$ cat config.mk
export PLATFORM = sky130hd
export DESIGN_NAME = fft_spectrum_serializer_flat
export DESIGN_NICKNAME = d
export VERILOG_FILES = /design/src/rtl/fft_stream_pkg.sv /design/src/rtl/fft_spectrum_serializer_if.sv /design/src/rtl/frame_slot_buf.sv /design/src/rtl/fft_spectrum_serializer.sv /design/src/flat_wrapper.sv
export SDC_FILE = /design/constraint.sdc
export NUM_CORES = 1
export LEC_CHECK = 0
export BUFFER_PORTS_ARGS = -buffer_cell sky130_fd_sc_hd__buf_2
export CAP_MARGIN = 25
export CORE_AREA = 2 2 376 378
export DETAILED_ROUTE_END_ITERATION = 10
export DIE_AREA = 0 0 378 380
export GPL_ROUTABILITY_DRIVEN = 0
export PLACE_DENSITY = 0.53
export SLEW_MARGIN = 40
export SYNTH_ARGS = -nofsm -noshare
export SYNTH_HDL_FRONTEND = slang
export SYNTH_SLANG_ARGS = --single-unit
$ cat constraint.sdc
create_clock -name clk -period 12.85 [get_ports clk]
set_clock_uncertainty 0.2 [all_clocks]
set_input_delay 1.285 -clock clk [delete_from_list [all_inputs] [get_ports clk]]
set_output_delay 1.285 -clock clk [all_outputs]
set_load 0.05 [all_outputs]
$ cat src/rtl/fft_stream_pkg.sv
// Shared types for the FFT spectrum serializer: bin word layout, FSM encoding and field helpers.
// The FFT_SPECTRUM_MAG_EN build uses abs_half() to form the per-bin magnitude.
package fft_stream_pkg;

    localparam int NBINS  = 16;
    localparam int BIN_W  = 32;
    localparam int HALF_W = 16;
    localparam int BIDX_W = 4;

    typedef logic [BIN_W-1:0] bin_word_t;

    typedef enum logic {
        ST_IDLE   = 1'b0,
        ST_STREAM = 1'b1
    } state_t;

    function automatic logic signed [HALF_W-1:0] re(input bin_word_t w);
        return w[BIN_W-1:HALF_W];
    endfunction

    function automatic logic signed [HALF_W-1:0] im(input bin_word_t w);
        return w[HALF_W-1:0];
    endfunction

    // Widened by one bit first so that |-32768| = 32768 is representable.
    function automatic logic [HALF_W:0] abs_half(input logic signed [HALF_W-1:0] v);
        logic signed [HALF_W:0] x;
        x = {v[HALF_W-1], v};
        return (x < 0) ? -x : x;
    endfunction

endpackage

$ cat src/rtl/fft_spectrum_serializer_if.sv
// Output stream bundle of the serializer. Beats follow valid/ready: a beat retires on a cycle with
// out_valid & out_ready; while out_valid & ~out_ready every payload field is held. FFT_SPECTRUM_MAG_EN adds out_mag.
interface fft_spectrum_serializer_if
    import fft_stream_pkg::*;
    #(parameter int FRAME_ID_W = 8);

    logic                  out_valid;
    logic                  out_ready;
    bin_word_t             out_data;
    logic [BIDX_W-1:0]     out_bin;
    logic                  out_last;
    logic [FRAME_ID_W-1:0] out_frame;
`ifdef FFT_SPECTRUM_MAG_EN
    logic [HALF_W:0]       out_mag;
`endif

    modport master (
        output out_valid,
        output out_data,
        output out_bin,
        output out_last,
        output out_frame,
`ifdef FFT_SPECTRUM_MAG_EN
        output out_mag,
`endif
        input  out_ready
    );

    modport slave (
        input  out_valid,
        input  out_data,
        input  out_bin,
        input  out_last,
        input  out_frame,
`ifdef FFT_SPECTRUM_MAG_EN
        input  out_mag,
`endif
        output out_ready
    );

endinterface

$ cat src/rtl/frame_slot_buf.sv
// Two-slot frame store: 16 bin words plus a frame tag per slot, written whole, read one word at a time.
module frame_slot_buf
    import fft_stream_pkg::*;
    #(parameter int TAG_W = 8)
(
    input  logic              clk,
    input  logic              we,
    input  logic              wp,
    input  bin_word_t         wdata [NBINS],
    input  logic [TAG_W-1:0]  wtag,
    input  logic              rp,
    input  logic [BIDX_W-1:0] bin,
    output bin_word_t         rdata,
    output logic [TAG_W-1:0]  rtag
);

    bin_word_t        mem_q [2][NBINS];
    bin_word_t        mem_d [2][NBINS];
    logic [TAG_W-1:0] tag_q [2];
    logic [TAG_W-1:0] tag_d [2];

    always_comb begin
        mem_d = mem_q;
        tag_d = tag_q;
        if (we) begin
            for (int k = 0; k < NBINS; k++) begin
                mem_d[wp][k] = wdata[k];
            end
            tag_d[wp] = wtag;
        end
    end

    // Contents are don't-care after reset; occupancy tracking lives in the top.
    always_ff @(posedge clk) begin
        mem_q <= mem_d;
        tag_q <= tag_d;
    end

    assign rdata = mem_q[rp][bin];
    assign rtag  = tag_q[rp];

endmodule

$ cat src/rtl/fft_spectrum_serializer.sv
// Captures parallel 16-bin FFT frames into a two-slot buffer and streams them one bin per beat;
// also latches the analyzer's dominant-frequency result. FFT_SPECTRUM_MAG_EN adds out_mag = |re|+|im|.
module fft_spectrum_serializer
    import fft_stream_pkg::*;
    #(parameter int FRAME_ID_W = 8)
(
    input  logic              clk,
    input  logic              rst,
    input  logic              fft_valid,
    input  bin_word_t         fft_d0,
    input  bin_word_t         fft_d1,
    input  bin_word_t         fft_d2,
    input  bin_word_t         fft_d3,
    input  bin_word_t         fft_d4,
    input  bin_word_t         fft_d5,
    input  bin_word_t         fft_d6,
    input  bin_word_t         fft_d7,
    input  bin_word_t         fft_d8,
    input  bin_word_t         fft_d9,
    input  bin_word_t         fft_d10,
    input  bin_word_t         fft_d11,
    input  bin_word_t         fft_d12,
    input  bin_word_t         fft_d13,
    input  bin_word_t         fft_d14,
    input  bin_word_t         fft_d15,
    input  logic              done,
    input  logic [BIDX_W-1:0] freq,
    fft_spectrum_serializer_if.master strm,
    output logic              ovf,
    output logic              res_valid,
    output logic [BIDX_W-1:0] res_freq,
    output state_t            dbg_state
);

    state_t                state_q, state_d;
    logic [1:0]            count_q, count_d;
    logic                  wp_q, wp_d;
    logic                  rp_q, rp_d;
    logic [BIDX_W-1:0]     bin_q, bin_d;
    logic [FRAME_ID_W-1:0] fid_q, fid_d;
    logic                  ovf_q, ovf_d;
    logic                  res_valid_q, res_valid_d;
    logic [BIDX_W-1:0]     res_freq_q, res_freq_d;

    logic                  streaming, beat, pop, cap;
    bin_word_t             fft_words [NBINS];
    bin_word_t             rd_word, data_o;
    logic [FRAME_ID_W-1:0] rd_tag;

    assign fft_words = '{fft_d0, fft_d1, fft_d2, fft_d3, fft_d4, fft_d5, fft_d6, fft_d7,
                         fft_d8, fft_d9, fft_d10, fft_d11, fft_d12, fft_d13, fft_d14, fft_d15};

    frame_slot_buf #(.TAG_W(FRAME_ID_W)) u_buf (
        .clk   (clk),
        .we    (cap),
        .wp    (wp_q),
        .wdata (fft_words),
        .wtag  (fid_q),
        .rp    (rp_q),
        .bin   (bin_q),
        .rdata (rd_word),
        .rtag  (rd_tag)
    );

    // A full buffer still accepts a frame when its head frame retires on the same edge.
    always_comb begin
        streaming   = (state_q == ST_STREAM);
        beat        = streaming & strm.out_ready;
        pop         = beat & (bin_q == BIDX_W'(NBINS - 1));
        cap         = fft_valid & ((count_q != 2'd2) | pop);

        count_d     = count_q + {1'b0, cap} - {1'b0, pop};
        wp_d        = wp_q ^ cap;
        rp_d        = rp_q ^ pop;
        bin_d       = beat ? bin_q + 1'b1 : bin_q;
        fid_d       = fid_q + {{(FRAME_ID_W-1){1'b0}}, fft_valid};
        ovf_d       = ovf_q | (fft_valid & ~cap);
        res_valid_d = res_valid_q | done;
        res_freq_d  = done ? freq : res_freq_q;
        state_d     = (count_d != 2'd0) ? ST_STREAM : ST_IDLE;
    end

    always_ff @(posedge clk or negedge rst) begin
        if (!rst) begin
            state_q     <= ST_IDLE;
            count_q     <= 2'd0;
            wp_q        <= 1'b0;
            rp_q        <= 1'b0;
            bin_q       <= '0;
            fid_q       <= '0;
            ovf_q       <= 1'b0;
            res_valid_q <= 1'b0;
            res_freq_q  <= '0;
        end else begin
            state_q     <= state_d;
            count_q     <= count_d;
            wp_q        <= wp_d;
            rp_q        <= rp_d;
            bin_q       <= bin_d;
            fid_q       <= fid_d;
            ovf_q       <= ovf_d;
            res_valid_q <= res_valid_d;
            res_freq_q  <= res_freq_d;
        end
    end

    // Payload is forced to zero outside STREAM so idle and reset outputs read as 0.
    assign data_o         = streaming ? rd_word : '0;
    assign strm.out_valid = streaming;
    assign strm.out_data  = data_o;
    assign strm.out_bin   = bin_q;
    assign strm.out_last  = streaming & (bin_q == BIDX_W'(NBINS - 1));
    assign strm.out_frame = streaming ? rd_tag : '0;
`ifdef FFT_SPECTRUM_MAG_EN
    assign strm.out_mag   = abs_half(re(data_o)) + abs_half(im(data_o));
`endif

    assign ovf       = ovf_q;
    assign res_valid = res_valid_q;
    assign res_freq  = res_freq_q;
    assign dbg_state = state_q;

endmodule

$ cat src/flat_wrapper.sv
// flat-port wrapper written by rule: the top's interface ports become plain ports
module fft_spectrum_serializer_flat import fft_stream_pkg::*;
#(parameter int FRAME_ID_W = 8)
  (clk, rst, fft_valid, fft_d0, fft_d1, fft_d2, fft_d3, fft_d4, fft_d5, fft_d6, fft_d7, fft_d8, fft_d9, fft_d10, fft_d11, fft_d12, fft_d13, fft_d14, fft_d15, done, freq, ovf, res_valid, res_freq, dbg_state, strm_out_valid, strm_out_data, strm_out_bin, strm_out_last, strm_out_frame, strm_out_ready);
  fft_spectrum_serializer_if #(.FRAME_ID_W(FRAME_ID_W)) strm_i ();
  input  logic clk;
  input  logic rst;
  input  logic fft_valid;
  input  bin_word_t fft_d0;
  input  bin_word_t fft_d1;
  input  bin_word_t fft_d2;
  input  bin_word_t fft_d3;
  input  bin_word_t fft_d4;
  input  bin_word_t fft_d5;
  input  bin_word_t fft_d6;
  input  bin_word_t fft_d7;
  input  bin_word_t fft_d8;
  input  bin_word_t fft_d9;
  input  bin_word_t fft_d10;
  input  bin_word_t fft_d11;
  input  bin_word_t fft_d12;
  input  bin_word_t fft_d13;
  input  bin_word_t fft_d14;
  input  bin_word_t fft_d15;
  input  logic done;
  input  logic [BIDX_W-1:0] freq;
  output logic ovf;
  output logic res_valid;
  output logic [BIDX_W-1:0] res_freq;
  output state_t dbg_state;
  output wire logic [$bits(strm_i.out_valid)-1:0] strm_out_valid;
  output wire logic [$bits(strm_i.out_data)-1:0] strm_out_data;
  output wire logic [$bits(strm_i.out_bin)-1:0] strm_out_bin;
  output wire logic [$bits(strm_i.out_last)-1:0] strm_out_last;
  output wire logic [$bits(strm_i.out_frame)-1:0] strm_out_frame;
  input wire logic [$bits(strm_i.out_ready)-1:0] strm_out_ready;
  assign strm_out_valid = strm_i.out_valid;
  assign strm_out_data = strm_i.out_data;
  assign strm_out_bin = strm_i.out_bin;
  assign strm_out_last = strm_i.out_last;
  assign strm_out_frame = strm_i.out_frame;
  assign strm_i.out_ready = strm_out_ready;
  fft_spectrum_serializer #(.FRAME_ID_W(FRAME_ID_W)) u_core (.clk(clk), .rst(rst), .fft_valid(fft_valid), .fft_d0(fft_d0), .fft_d1(fft_d1), .fft_d2(fft_d2), .fft_d3(fft_d3), .fft_d4(fft_d4), .fft_d5(fft_d5), .fft_d6(fft_d6), .fft_d7(fft_d7), .fft_d8(fft_d8), .fft_d9(fft_d9), .fft_d10(fft_d10), .fft_d11(fft_d11), .fft_d12(fft_d12), .fft_d13(fft_d13), .fft_d14(fft_d14), .fft_d15(fft_d15), .done(done), .freq(freq), .strm(strm_i), .ovf(ovf), .res_valid(res_valid), .res_freq(res_freq), .dbg_state(dbg_state));
endmodule
* After elaboration in Yosys (flattened, before gate mapping)
Index checks and enable logic that the tools add are counted.
** Storage, ports and cells
- Bits in registers :: 1063
- Input port bits :: 521
- Output and inout port bits :: 53
- Logic and storage cells :: 132
** Cells by class
- Add/subtract/negate cells :: 4
- Order comparisons :: 4
- Eq/ne operators :: 2
- Multiplexer cells :: 63
- Bitwise gates (word level) :: 14
- Reductions and logical operators :: 2
** Operator list (number)
- bitwise mux 1024 bit :: 16
- demux 512 bit (select 1 bit) :: 16
- two-way mux 512 bit :: 4
- two-way mux 480 bit :: 1
- two-way mux 448 bit :: 1
- two-way mux 416 bit :: 1
- two-way mux 384 bit :: 1
- two-way mux 352 bit :: 1
- two-way mux 320 bit :: 1
- two-way mux 288 bit :: 1
- two-way mux 256 bit :: 1
- two-way mux 224 bit :: 1
- two-way mux 192 bit :: 1
- two-way mux 160 bit :: 1
- binary-select mux 32 bit (select 4 bit) :: 1
- two-way mux 128 bit :: 1
- two-way mux 32 bit :: 4
- two-way mux 96 bit :: 1
- two-way mux 64 bit :: 1
- two-way mux 8 bit :: 5
- bitwise mux 16 bit :: 1
- adder 8 x 1 -> 8 bit :: 1
- demux 8 bit (select 1 bit) :: 1
- bitwise AND 1 bit :: 5
- 16 further kinds :: 21

* Logic depth before layout (Yosys ltp)
- Word-level depth :: 21
- Mapped depth :: 9
- Mapped depth without buffers :: 9

* Hierarchy
From an unflattened synthesis, not the netlist that was laid out.
** Unflattened totals
- Cells, all modules :: 2401
- Area total of the unflattened synthesis :: 41952.7 um^2
** Modules (own cells, without submodules)
- frame_slot_buf :: times used 1, cells each 2280, area an instance 40681.5 um^2, sequential area each 31230.0 um^2
- fft_spectrum_serializer :: times used 1, cells each 121, area an instance 1271.2 um^2, sequential area each 575.6 um^2

* Least setup slack after synthesis
No wires, ideal clock.
- Kind :: in2reg
- From :: input port strm_out_ready
- To :: register u_core.u_buf.mem_q[1000] (netlist bit), enable pin
- Library setup time :: 0.956 ns
- Arrival :: 13.736 ns
- Path slack :: -2.042 ns
- Cell stages on the path :: 5
- Buffers on the path :: 0
- Path through :: nand2_1 > nor2_1 > nor3b_1 > nor2b_1 > ha_1
** On the way
- Longest elaborated chain between the ends :: 4
** Ends and longest elaborated chain
- start: declaration :: RTL line flat_wrapper.sv:36 : input wire logic [$bits(strm_i.out_ready)-1:0] strm_out_ready;
- bitwise AND 1 bit :: RTL line fft_spectrum_serializer.sv:68 : beat = streaming & strm.out_ready;
- bitwise AND 1 bit :: RTL line fft_spectrum_serializer.sv:69 : pop = beat & (bin_q == BIDX_W'(NBINS - 1));
- OR 1 bit :: RTL line fft_spectrum_serializer.sv:70 : cap = fft_valid & ((count_q != 2'd2) | pop);
- bitwise AND 1 bit :: RTL line fft_spectrum_serializer.sv:70
- end signal: assignment :: RTL line frame_slot_buf.sv:35 : mem_q <= mem_d;
- end: declaration :: RTL line frame_slot_buf.sv:17 : bin_word_t mem_q [2][NBINS];
Every way passes these cells.
A chain may end at the register's enable or synchronous reset.

* Worst setup path after layout
- From :: register u_core.bin_q[0] (netlist: u_core.strm.out_bin[0])
- To :: output port strm_out_data[17]
** On the way
- Longest elaborated chain between the ends :: 5
** Ends and longest elaborated chain
- start: declaration :: RTL line fft_spectrum_serializer.sv:39 : logic [BIDX_W-1:0] bin_q, bin_d;
- start signal: assignment :: RTL line fft_spectrum_serializer.sv:99 : bin_q <= bin_d;
- inverter 4 -> 5 bit (implied by the code) :: RTL line frame_slot_buf.sv:39 : assign rdata = mem_q[rp][bin];
- binary-select mux 32 bit (select 4 bit) :: RTL line frame_slot_buf.sv:39
- two-way mux 32 bit (implied by the code) (2 in a row) :: RTL line frame_slot_buf.sv:39
- two-way mux 32 bit :: RTL line fft_spectrum_serializer.sv:108 : assign data_o = streaming ? rd_word : '0;
- end: declaration :: RTL line flat_wrapper.sv:32 : output wire logic [$bits(strm_i.out_data)-1:0] strm_out_data;
Every way passes these cells. The select of a mux whose other input is x is not followed.

==> results.md <==
- Hold Crit Class: reg2reg
- Worst Tran Pin Value: 0.8305 ns
- Total CTS buffers: 112
- Setup bufs post-CTS: 0
- Global-route wire length before repair: 166,100 µm
- Final hold violations: 0
- Most common cell in the netlist: edfxtp_1
- Count of cell types in the netlist: 30
- CTS root buf: clkbuf_16
- Share of the synthesized area in the top cell type: 74.83%
- Synth-to-layout area growth: 20.29%
- CP Max Fanout: 44
- Post-synth top flop: edfxtp_1
- ANT nets after route: 0
- Outcome: completed
- Clock Latency Late Sink: 0.75 ns
- Post-synthesis register bit count: 1,063
- Core area: 139,200 µm²
- Compound-cell area share of the yosys netlist: 4.239%
- Dominant cells by area after synthesis: edfxtp_1 (75%), mux2i_1 (12%), a22oi_1 (3.5%), nand3_1 (1.6%), dfrtp_1 (1.4%)
- Synth top cells by count: edfxtp_1 (1,040), mux2i_1 (520), a22oi_1 (192)
- Top cell type by total area after synthesis: edfxtp_1
- FP Rows: 137
- WHS Endpoint: u_core.ovf
- Total Power: 12.37 mW
- Reg2reg start: u_core.strm.out_bin[1]
- Fin util: 36.07%
- Reg2Reg Capture Point: u_core.u_buf.mem_q[356]
- Crit path cell chain: nor2b_4 -> buf_4 -> a22oi_1 -> nand3_1 -> nand4_1 -> buf_2
- Cell area after layout: 50,200 µm²
- Syn Area/Cell: 17.91 µm²
- Worst IR Drop VDD: 0.1419 mV
- Die X: 378 µm
- Seq/Total Area, Yosys: 76.21%
- WHS: 0.2654 ns
- Nets@finish: 3,448
- Global Route Usage Sum: 16.30%
- Largest net degree at the start of global routing: 148
- Via Count: 22,994
- Hold-fix buffers at CTS: 0
- GRT overflow: 0
- Simple-gate portion of the synthesized area: 4.122%
- Clock Pin Slew Worst Setup and Hold Paths: 0.06 ns
- Setup crit start: u_core.strm.out_bin[0]
- Worst Path Required: 11.36 ns
- CP peak stage delay: 0.80 ns
- Layout cells sized above 1: 26.24%
- Initial antenna violation count: 94
- PD cells: 246.4 nW/µm²
- Gate Count Post-Synth: 2,330
- Setup TNS: 0 ns
- Setup WS pre-CTS: 7.251 ns
- Arr. time, crit path: 4.57 ns
- Die height: 380 µm
- Clock sink count: 1,063
- Final Instance Count excl. Fillers: 4,913
- Post-Synth XOR/XNOR Area: 0.2518%
- Proportion of synthesized area in mux cells: 12.61%
- Post-synthesis cell area: 41,730 µm²
- Synth Area in Adders: 0.2099%
- R2r setup slk: 8.05 ns
- Quantity of gates resized following cts: 0
- Via-to-Cell Ratio: 4.680
- Period minus WS final: 6.053 ns
- Ys async rst share: 2.164%
- Wirelength per Cell: 24.54 µm
- WL final: 120,600 µm
- Crit share post-route: 47.10%
- Vias in the first global route: 23,075
- CP top delay family: simple AND/OR/NAND/NOR gates
- H-tree depth: 3
- Die area: 143,600 µm²
- RSZ-0062 raised after global routing: false
- MaxCap Viol Count: 0
- Hpwl dp: 81,200 µm
- Timing-limited maximum frequency: 165.2 MHz
- Worst-case reg-to-reg path depth: 9
- DRT iter0 DRCs: 1,851
- Port bufs: 573
- CTS tree: done
- Filler Cell Count: 13,269
- Crit. End Element: primary output
- Hold Path Depth: 1
- Static Leakage: 18.13 nW
- Crit-path slowest cell: nor2b_4
- Placed cells: 4,678
- Syn nets: 2,858
- WS Path Type: reg2out
- Num ports: 574
- Startpoint types: flop
- Slew headroom: 44.63%
- Initial Util: 29.98%
- Residual DRC: 0
- Hold Startpoint: u_core.ovf
- Worst Slack Setup Final: 6.797 ns
- Yosys warns: 0
- DP Area: 46,480 µm²
- Maximum buffer depth of the clock tree: 3
- First-pass DRT Iterations: 5
- Largest family of logic cells by synthesized area: multiplexers
- Buffers & Inverters on Critical Path: 2
- Final Setup Violations: 0
- Fin. max-slew vios: 0
- Post-synth EDFFs: 1,040
## state kept, by name, summed over array words and instances (netlist names)
register             flops
u_core.u_buf.mem_q    1024
u_core.u_buf.tag_q      16
u_core.fid_q             8
u_core.res_freq          4
u_core.strm.out_bin      4
u_core.count_q           2
u_core.dbg_state         1
u_core.ovf               1
u_core.res_valid         1
u_core.rp_q              1
u_core.wp_q              1
## final cells by class
| type | instances | area (µm²) | area share (%) |
|---|---|---|---|
| flip-flops and latches | 1063 | 31810 | 63.37 |
| clock buffers | 139 | 2935 | 5.847 |
| repair buffers | 612 | 3403 | 6.779 |
| well taps | 1876 | 2347 | 4.676 |
| clock inverters | 66 | 609.3 | 1.214 |
| inverters | 4 | 15.01 | 0.02991 |
| diodes | 26 | 65.06 | 0.1296 |
| multi-input cells | 1127 | 9011 | 17.95 |
## power breakdown
part | internal, mW | leakage [nW] | switching [mW]
clock network | 1.76 | 1.72 | 1.36
logic | 1.24 | 6.47 | 3.00
registers | 4.77 | 9.94 | 0.237
## routing by layer
| metal | part of all wire (%) | vias to the layer above | routed length, µm | track usage [%] |
|---|---|---|---|---|
| met5 | 0.39 | - | 468 | 0 |
| met4 | 2.4 | 76 | 2878 | 4.663 |
| met3 | 8.9 | 256 | 10690 | 5.885 |
| met2 | 46 | 782 | 54870 | 25.13 |
| met1 | 43 | 11403 | 51670 | 21.50 |
| li1 | - | 10477 | - | - |
## cells in the final DEF (no fill, tap or decap), types with 3 or more instances in the layout
master      instances
a21oi_1            64
a22oi_1           192
and2_1             33
buf_12              9
buf_16              5
buf_2             573
buf_4              17
buf_6               8
bufinv_16           7
clkbuf_1           25
clkbuf_16         113
clkinv_1           24
clkinv_16           3
clkinv_2           20
clkinv_4            4
clkinvlp_4          4
dfrtp_1            20
diode_2            26
edfxtp_1         1040
ha_1                5
inv_1               4
mux2_2              5
mux2i_1           520
nand2_1            67
nand3_1           133
nand4_1            33
nor2b_1            41
nor2b_4             4
xnor2_1             9
xor2_1              3
## worst register-to-register path: cells and delay by family, from the launching register on
family	cells	cell delay (ns)
buffers and inverters	3	1.50
adder cells (fa/ha/maj)	2	1.02
flip-flops	1	0.78
AND/OR/NAND/NOR	4	0.78
## logic make-up after synthesis
group	after synthesis
AOI/OAI and AO/OA	257
xor gates and xnor gates	12
adders and majority gates	7
buffers and inverters	140
DFF	1063
muxes	525
and+or+nand+nor	326
## worst max-delay path by stage
stage | to | slack [ns] | depth (start not counted)
floorplan | u_core.u_buf.mem_q[1000] | -2.04 | 5
global placement | strm_out_data[17] | 7.00 | 7
detailed placement | strm_out_data[17] | 7.25 | 7
CTS | strm_out_data[17] | 6.37 | 7
global route | strm_out_data[17] | 6.59 | 6
finish | strm_out_data[17] | 6.80 | 6
(Power assumes the default switching activity.)
